### config.mk
export PLATFORM = sky130hd
export DESIGN_NAME = jk_cmd_gen
export DESIGN_NICKNAME = d
export VERILOG_FILES = /design/src/rtl/jk_cmd_pkg.sv /design/src/rtl/btn_debounce.sv /design/src/rtl/jk_cmd_gen.sv
export SDC_FILE = /design/constraint.sdc
export NUM_CORES = 1
export LEC_CHECK = 0
export BUFFER_PORTS_ARGS = -buffer_cell sky130_fd_sc_hd__buf_2
export CORE_UTILIZATION = 59
export CTS_CLUSTER_SIZE = 25
export DETAILED_ROUTE_END_ITERATION = 6
export HOLD_SLACK_MARGIN = 0.15
export PLACE_DENSITY = 0.86
export SLEW_MARGIN = 40
export SYNTH_ARGS = -nofsm -noshare
export SYNTH_HDL_FRONTEND = slang
export SYNTH_HIERARCHICAL = 1
export SYNTH_SLANG_ARGS = --single-unit
### constraint.sdc
create_clock -name clk -period 3.15 [get_ports clk]
set_input_delay 0 -clock clk [delete_from_list [all_inputs] [get_ports clk]]
set_output_delay 0 -clock clk [all_outputs]
set_load 0.01 [all_outputs]
### src/rtl/jk_cmd_pkg.sv
// Shared types and defaults for the JK command generator.
package jk_cmd_pkg;

  localparam int DEBOUNCE_CYCLES_DEF = 4;

  typedef enum logic [1:0] {
    IDLE_LO = 2'd0,
    WAIT_HI = 2'd1,
    IDLE_HI = 2'd2,
    WAIT_LO = 2'd3
  } debounce_state_t;

  typedef enum logic [1:0] {
    CMD_NONE = 2'd0,
    CMD_SET  = 2'd1,
    CMD_CLR  = 2'd2,
    CMD_TOG  = 2'd3
  } jk_cmd_t;

endpackage

### src/rtl/btn_debounce.sv
// Two-flop synchronizer plus debounce FSM; emits a one-cycle pulse on each
// accepted press. Releases are debounced too but produce no pulse.
//
// state   | meaning
// IDLE_LO | button stable released
// WAIT_HI | candidate press, counting stable high samples
// IDLE_HI | button stable pressed
// WAIT_LO | candidate release, counting stable low samples
module btn_debounce
  import jk_cmd_pkg::*;
#(
  parameter int DEBOUNCE_CYCLES = DEBOUNCE_CYCLES_DEF
) (
  input  logic clk,
  input  logic reset,
  input  logic btn_i,
  output logic rise_o
);

  localparam int CW = (DEBOUNCE_CYCLES > 1) ? $clog2(DEBOUNCE_CYCLES) : 1;
  localparam logic [CW-1:0] CNT_LAST = CW'(DEBOUNCE_CYCLES - 1);

  logic            sync1_q, sync2_q;
  debounce_state_t state_q, state_d;
  logic [CW-1:0]   cnt_q, cnt_d;
  logic            rise_q, rise_d;

  always_ff @(posedge clk) begin
    if (reset) begin
      sync1_q <= 1'b0;
      sync2_q <= 1'b0;
      state_q <= IDLE_LO;
      cnt_q   <= '0;
      rise_q  <= 1'b0;
    end else begin
      sync1_q <= btn_i;
      sync2_q <= sync1_q;
      state_q <= state_d;
      cnt_q   <= cnt_d;
      rise_q  <= rise_d;
    end
  end

  always_comb begin
    state_d = state_q;
    cnt_d   = cnt_q;
    rise_d  = 1'b0;
    case (state_q)
      IDLE_LO: begin
        if (sync2_q) begin
          state_d = WAIT_HI;
          cnt_d   = '0;
        end
      end
      WAIT_HI: begin
        if (!sync2_q) begin
          state_d = IDLE_LO;
        end else if (cnt_q == CNT_LAST) begin
          state_d = IDLE_HI;
          rise_d  = 1'b1;
        end else begin
          cnt_d = cnt_q + 1'b1;
        end
      end
      IDLE_HI: begin
        if (!sync2_q) begin
          state_d = WAIT_LO;
          cnt_d   = '0;
        end
      end
      WAIT_LO: begin
        if (sync2_q) begin
          state_d = IDLE_HI;
        end else if (cnt_q == CNT_LAST) begin
          state_d = IDLE_LO;
        end else begin
          cnt_d = cnt_q + 1'b1;
        end
      end
      default: begin
        state_d = IDLE_LO;
        cnt_d   = '0;
      end
    endcase
  end

  assign rise_o = rise_q;

endmodule

### src/rtl/jk_cmd_gen.sv
// Debounces set/clear/toggle buttons and turns each press into registered
// single-cycle j/k commands, with a conflict flag and an issued-command count.
module jk_cmd_gen
  import jk_cmd_pkg::*;
#(
  parameter int DEBOUNCE_CYCLES = DEBOUNCE_CYCLES_DEF,
  parameter int CNT_W           = 8
) (
  input  logic             clk,
  input  logic             reset,
  input  logic             btn_set,
  input  logic             btn_clr,
  input  logic             btn_tog,
  output logic             j,
  output logic             k,
  output logic             conflict,
  output logic [CNT_W-1:0] cmd_count
);

  logic set_rise, clr_rise, tog_rise;

  btn_debounce #(.DEBOUNCE_CYCLES(DEBOUNCE_CYCLES)) u_db_set (
    .clk(clk), .reset(reset), .btn_i(btn_set), .rise_o(set_rise)
  );
  btn_debounce #(.DEBOUNCE_CYCLES(DEBOUNCE_CYCLES)) u_db_clr (
    .clk(clk), .reset(reset), .btn_i(btn_clr), .rise_o(clr_rise)
  );
  btn_debounce #(.DEBOUNCE_CYCLES(DEBOUNCE_CYCLES)) u_db_tog (
    .clk(clk), .reset(reset), .btn_i(btn_tog), .rise_o(tog_rise)
  );

  jk_cmd_t          cmd;
  logic             j_q, j_d;
  logic             k_q, k_d;
  logic             conflict_q, conflict_d;
  logic [CNT_W-1:0] count_q, count_d;

  // Toggle wins over everything; set+clear alone cancel each other out.
  always_comb begin
    cmd        = CMD_NONE;
    conflict_d = 1'b0;
    if (tog_rise) begin
      cmd = CMD_TOG;
    end else if (set_rise && clr_rise) begin
      conflict_d = 1'b1;
    end else if (set_rise) begin
      cmd = CMD_SET;
    end else if (clr_rise) begin
      cmd = CMD_CLR;
    end
    j_d     = (cmd == CMD_SET) || (cmd == CMD_TOG);
    k_d     = (cmd == CMD_CLR) || (cmd == CMD_TOG);
    count_d = count_q;
    if (cmd != CMD_NONE) begin
      count_d = count_q + 1'b1;
    end
  end

  always_ff @(posedge clk) begin
    if (reset) begin
      j_q        <= 1'b0;
      k_q        <= 1'b0;
      conflict_q <= 1'b0;
      count_q    <= '0;
    end else begin
      j_q        <= j_d;
      k_q        <= k_d;
      conflict_q <= conflict_d;
      count_q    <= count_d;
    end
  end

  assign j         = j_q;
  assign k         = k_q;
  assign conflict  = conflict_q;
  assign cmd_count = count_q;

endmodule
==> impl_metrics.tcl <==
set metrics [dict create \
    post_synth_inst_count 128 \
    flow.area_growth_from_synthesis_pct 17.1 \
    leading_area_contributor_after_synthesis "sky130_fd_sc_hd__dfxtp_1" \
    ys_seq_area_frac 0.519 \
    initial_utilization 0.629 \
    worst-endpoint-required_ps 3360 \
    antennaDiodeCount 0 \
    synth_most_common_cell "sky130_fd_sc_hd__dfxtp_1" \
    gp_routability_congestion 0.702 \
    power_density_mw_per_mm2 471 \
    final_antenna_net_count 0 \
    ir_worst_vdd_uv 332 \
    hold_buffers 5 \
    die-area_mm2 0.00228 \
    number_of_cell_rows 16 \
    cts_tree "yes" \
    detail_route.iter0.violations 15 \
    final_hold_viol_count 0 \
    fmax_ghz 0.693 \
    post-place-ws_ps 1770 \
    p_leak_uw 0.000586 \
    vias_in_the_first_global_route 885 \
    ctsResizeCount 0 \
    netlist_top_cells_area "sky130_fd_sc_hd__dfxtp_1 52%, sky130_fd_sc_hd__a21oi_1 5.7%, sky130_fd_sc_hd__xor2_1 5.7%, sky130_fd_sc_hd__nor2b_1 4.6%, sky130_fd_sc_hd__ha_1 4.1%" \
    syn_avg_cell_area_um2 9.65 \
    route.final.wire_length_um 2240 \
    fp.coreArea_mm2 0.00196 \
    final.setup.tns_ps 0 \
    synth.lib_cells_used.distinct 24 \
    critical_path.startpoint_type "input port" \
    vias 966 \
    grt.total_usage 0.230 \
    h-tree-depth 2 \
    timing.critical_path.to_type "flip-flop" \
    via_per_inst 5.37 \
    timing.critical_path.fanout_max 32 \
    timing.max_slew.rel_slack 0.631 \
    dp_hpwl_um 1590 \
    worst_r2r_startpoint "u_db_clr/rise_o" \
    yosys_most_used_dff "sky130_fd_sc_hd__dfxtp_1" \
    postSynthNetCount 137 \
    final_count_of_negative_setup_slack_endpoints 0 \
    cts_buffer_depth 2 \
    grt-ovfl-total 0 \
    tightestPinTransition_ps 553 \
    rsz0062_at_grt "false" \
    final_cell_count_no_fill 180 \
    die_width_um 47.8 \
    critPathKind "input port to flip-flop" \
    critical_path.startpoint "reset" \
    async_flop_share 0 \
    drcViolationCount 0 \
    cts.root.buffer_cell "sky130_fd_sc_hd__clkbuf_4" \
    worstSkewPairLatency_ps 310 \
    cts_setup_buffers 0 \
    layout_min_cycle_time_ps 1440 \
    routedWlPerCell_um 12.4 \
    setup_ws_ps 1710 \
    clock_skew_ps 7.26 \
    synth_edf_count 0 \
    hold_path_class "input port to flip-flop" \
    final_layout_size_suffix_gt1_frac 0.157 \
    yosysWarningCount 6 \
    timing.hold.worst.start "btn_set" \
    synth-seq-cells 32 \
    grt_pass1_wl_um 3460 \
    yosys-top-cells-count "32 x sky130_fd_sc_hd__dfxtp_1, 14 x sky130_fd_sc_hd__a21oi_1, 11 x sky130_fd_sc_hd__nand2_1" \
    synthesis.area_mm2 0.00123 \
    portBuffers 15 \
    clock_slew_seen_by_the_registers_of_the_worst_setup_and_hold_paths_ps 90 \
    boundary_pin_count 16 \
    drtPass1Iterations 4 \
    die_y_um 47.8 \
    critPathArrivalTime_ps 1650 \
    numClockSinks 32 \
    yosys.area.top_type_share 0.519 \
    finalNetCount 162 \
    cts_buffers 5 \
    maximum_number_of_pins_on_one_net_before_global_route_repair 33 \
    run_status "finished clean" \
    maxCapViolations 0 \
    timing.final.max_slew_violations 0 \
    number_of_antenna_violations_at_the_first_check_in_global_routing 0 \
    period_share 0.458 \
    placedCellCount 168 \
]
## layout make-up
cell class                 instances  area (um2)
sequential                        32         641
fill                             160         515
tap                               27        33.8
clock buffer                       7        65.1
inverter                           2        7.51
timing repair buffer              20         125
multi-input combinational         92         574
## registers in the layout (all words and copies together) (netlist names), 2 cells and up, named ones only
| register | cells |
|---|---|
| u_db_clr/cnt_q | 2 |
| u_db_tog/cnt_q | 2 |
| cmd_count | 8 |
| u_db_set/cnt_q | 2 |
## layout by cell type, fill, tap and decap left out
master | netlist | final
sky130_fd_sc_hd__dfxtp_1 | 32 | 32
sky130_fd_sc_hd__buf_2 | 1 | 15
sky130_fd_sc_hd__a21oi_1 | 14 | 14
sky130_fd_sc_hd__nand2_1 | 11 | 11
sky130_fd_sc_hd__o21ai_0 | 10 | 10
sky130_fd_sc_hd__nor2b_1 | 9 | 9
sky130_fd_sc_hd__xor2_1 | 8 | 8
sky130_fd_sc_hd__nor2_1 | 8 | 8
sky130_fd_sc_hd__clkbuf_4 | 0 | 5
sky130_fd_sc_hd__dlygate4sd3_1 | 0 | 5
sky130_fd_sc_hd__nand3_1 | 4 | 4
sky130_fd_sc_hd__ha_1 | 4 | 4
sky130_fd_sc_hd__and2_1 | 3 | 3
sky130_fd_sc_hd__xnor2_1 | 3 | 3
sky130_fd_sc_hd__nor3_1 | 3 | 3
sky130_fd_sc_hd__nand3b_1 | 3 | 3
sky130_fd_sc_hd__nor4b_1 | 3 | 3
sky130_fd_sc_hd__inv_1 | 2 | 2
sky130_fd_sc_hd__o211ai_1 | 2 | 2
sky130_fd_sc_hd__or3_1 | 2 | 2
sky130_fd_sc_hd__clkbuf_8 | 0 | 2
sky130_fd_sc_hd__xor2_2 | 1 | 1
sky130_fd_sc_hd__nor4_1 | 1 | 1
sky130_fd_sc_hd__and4_2 | 1 | 1
sky130_fd_sc_hd__and4_1 | 1 | 1
sky130_fd_sc_hd__o2111ai_1 | 1 | 1
## per-stage QoR
stage          total power [uW]  area [um2]   util  hold WS [ps]
2_1_floorplan               430        1230      -          69.1
3_3_place_gp                437        1330  0.679           210
3_5_place_dp                438        1330  0.679           216
4_1_cts                     688        1450  0.737           420
5_1_grt                     706        1450  0.737           464
6_report                    681        1450  0.737           441
## logic make-up after synthesis
group                    count (synthesis)  share of synthesized area
AO/OA/AOI/OAI                           27                      0.117
XOR/XNOR                                12                     0.0912
adder cells (fa/ha/maj)                  4                     0.0405
buffers and inverters                    4                     0.0162
flip-flops                              32                      0.519
AND/OR/NAND/NOR                         49                      0.217
## report_power, final
part / leakage (uW) / internal, uW / switching (uW) / total, uW
clock network: 0.0000374 / 127 / 121 / 248
registers: 0.000259 / 409 / 3.10 / 412
logic: 0.000290 / 10.6 / 10.4 / 21.0
## worst paths after layout
| path | endpoint | cells past startpoint | slack, ps |
|---|---|---|---|
| worst max register to register | cmd_count[7] | 4 | 1740 |
| worst min register to register | u_db_tog/sync2_q | 1 | 440 |
| worst min-delay path | u_db_set/sync1_q | 3 | 440 |
| worst max-delay path | u_db_clr/sync1_q | 4 | 1710 |
## critical path, stage by stage
cell and delay [ps]:
sky130_fd_sc_hd__dlygate4sd3_1 520, sky130_fd_sc_hd__buf_2 460, sky130_fd_sc_hd__nor2b_1 90, sky130_fd_sc_hd__dlygate4sd3_1 570
## per-layer routing
layer	part of all wire	routed length, um	track usage
met5	0	0	0
met2	0.53	1190	0.432
met4	0.0054	12	0.0833
met1	0.43	974	0.218
met3	0.029	65	0.102
No activity file was read; power rests on OpenSTA's default activity.
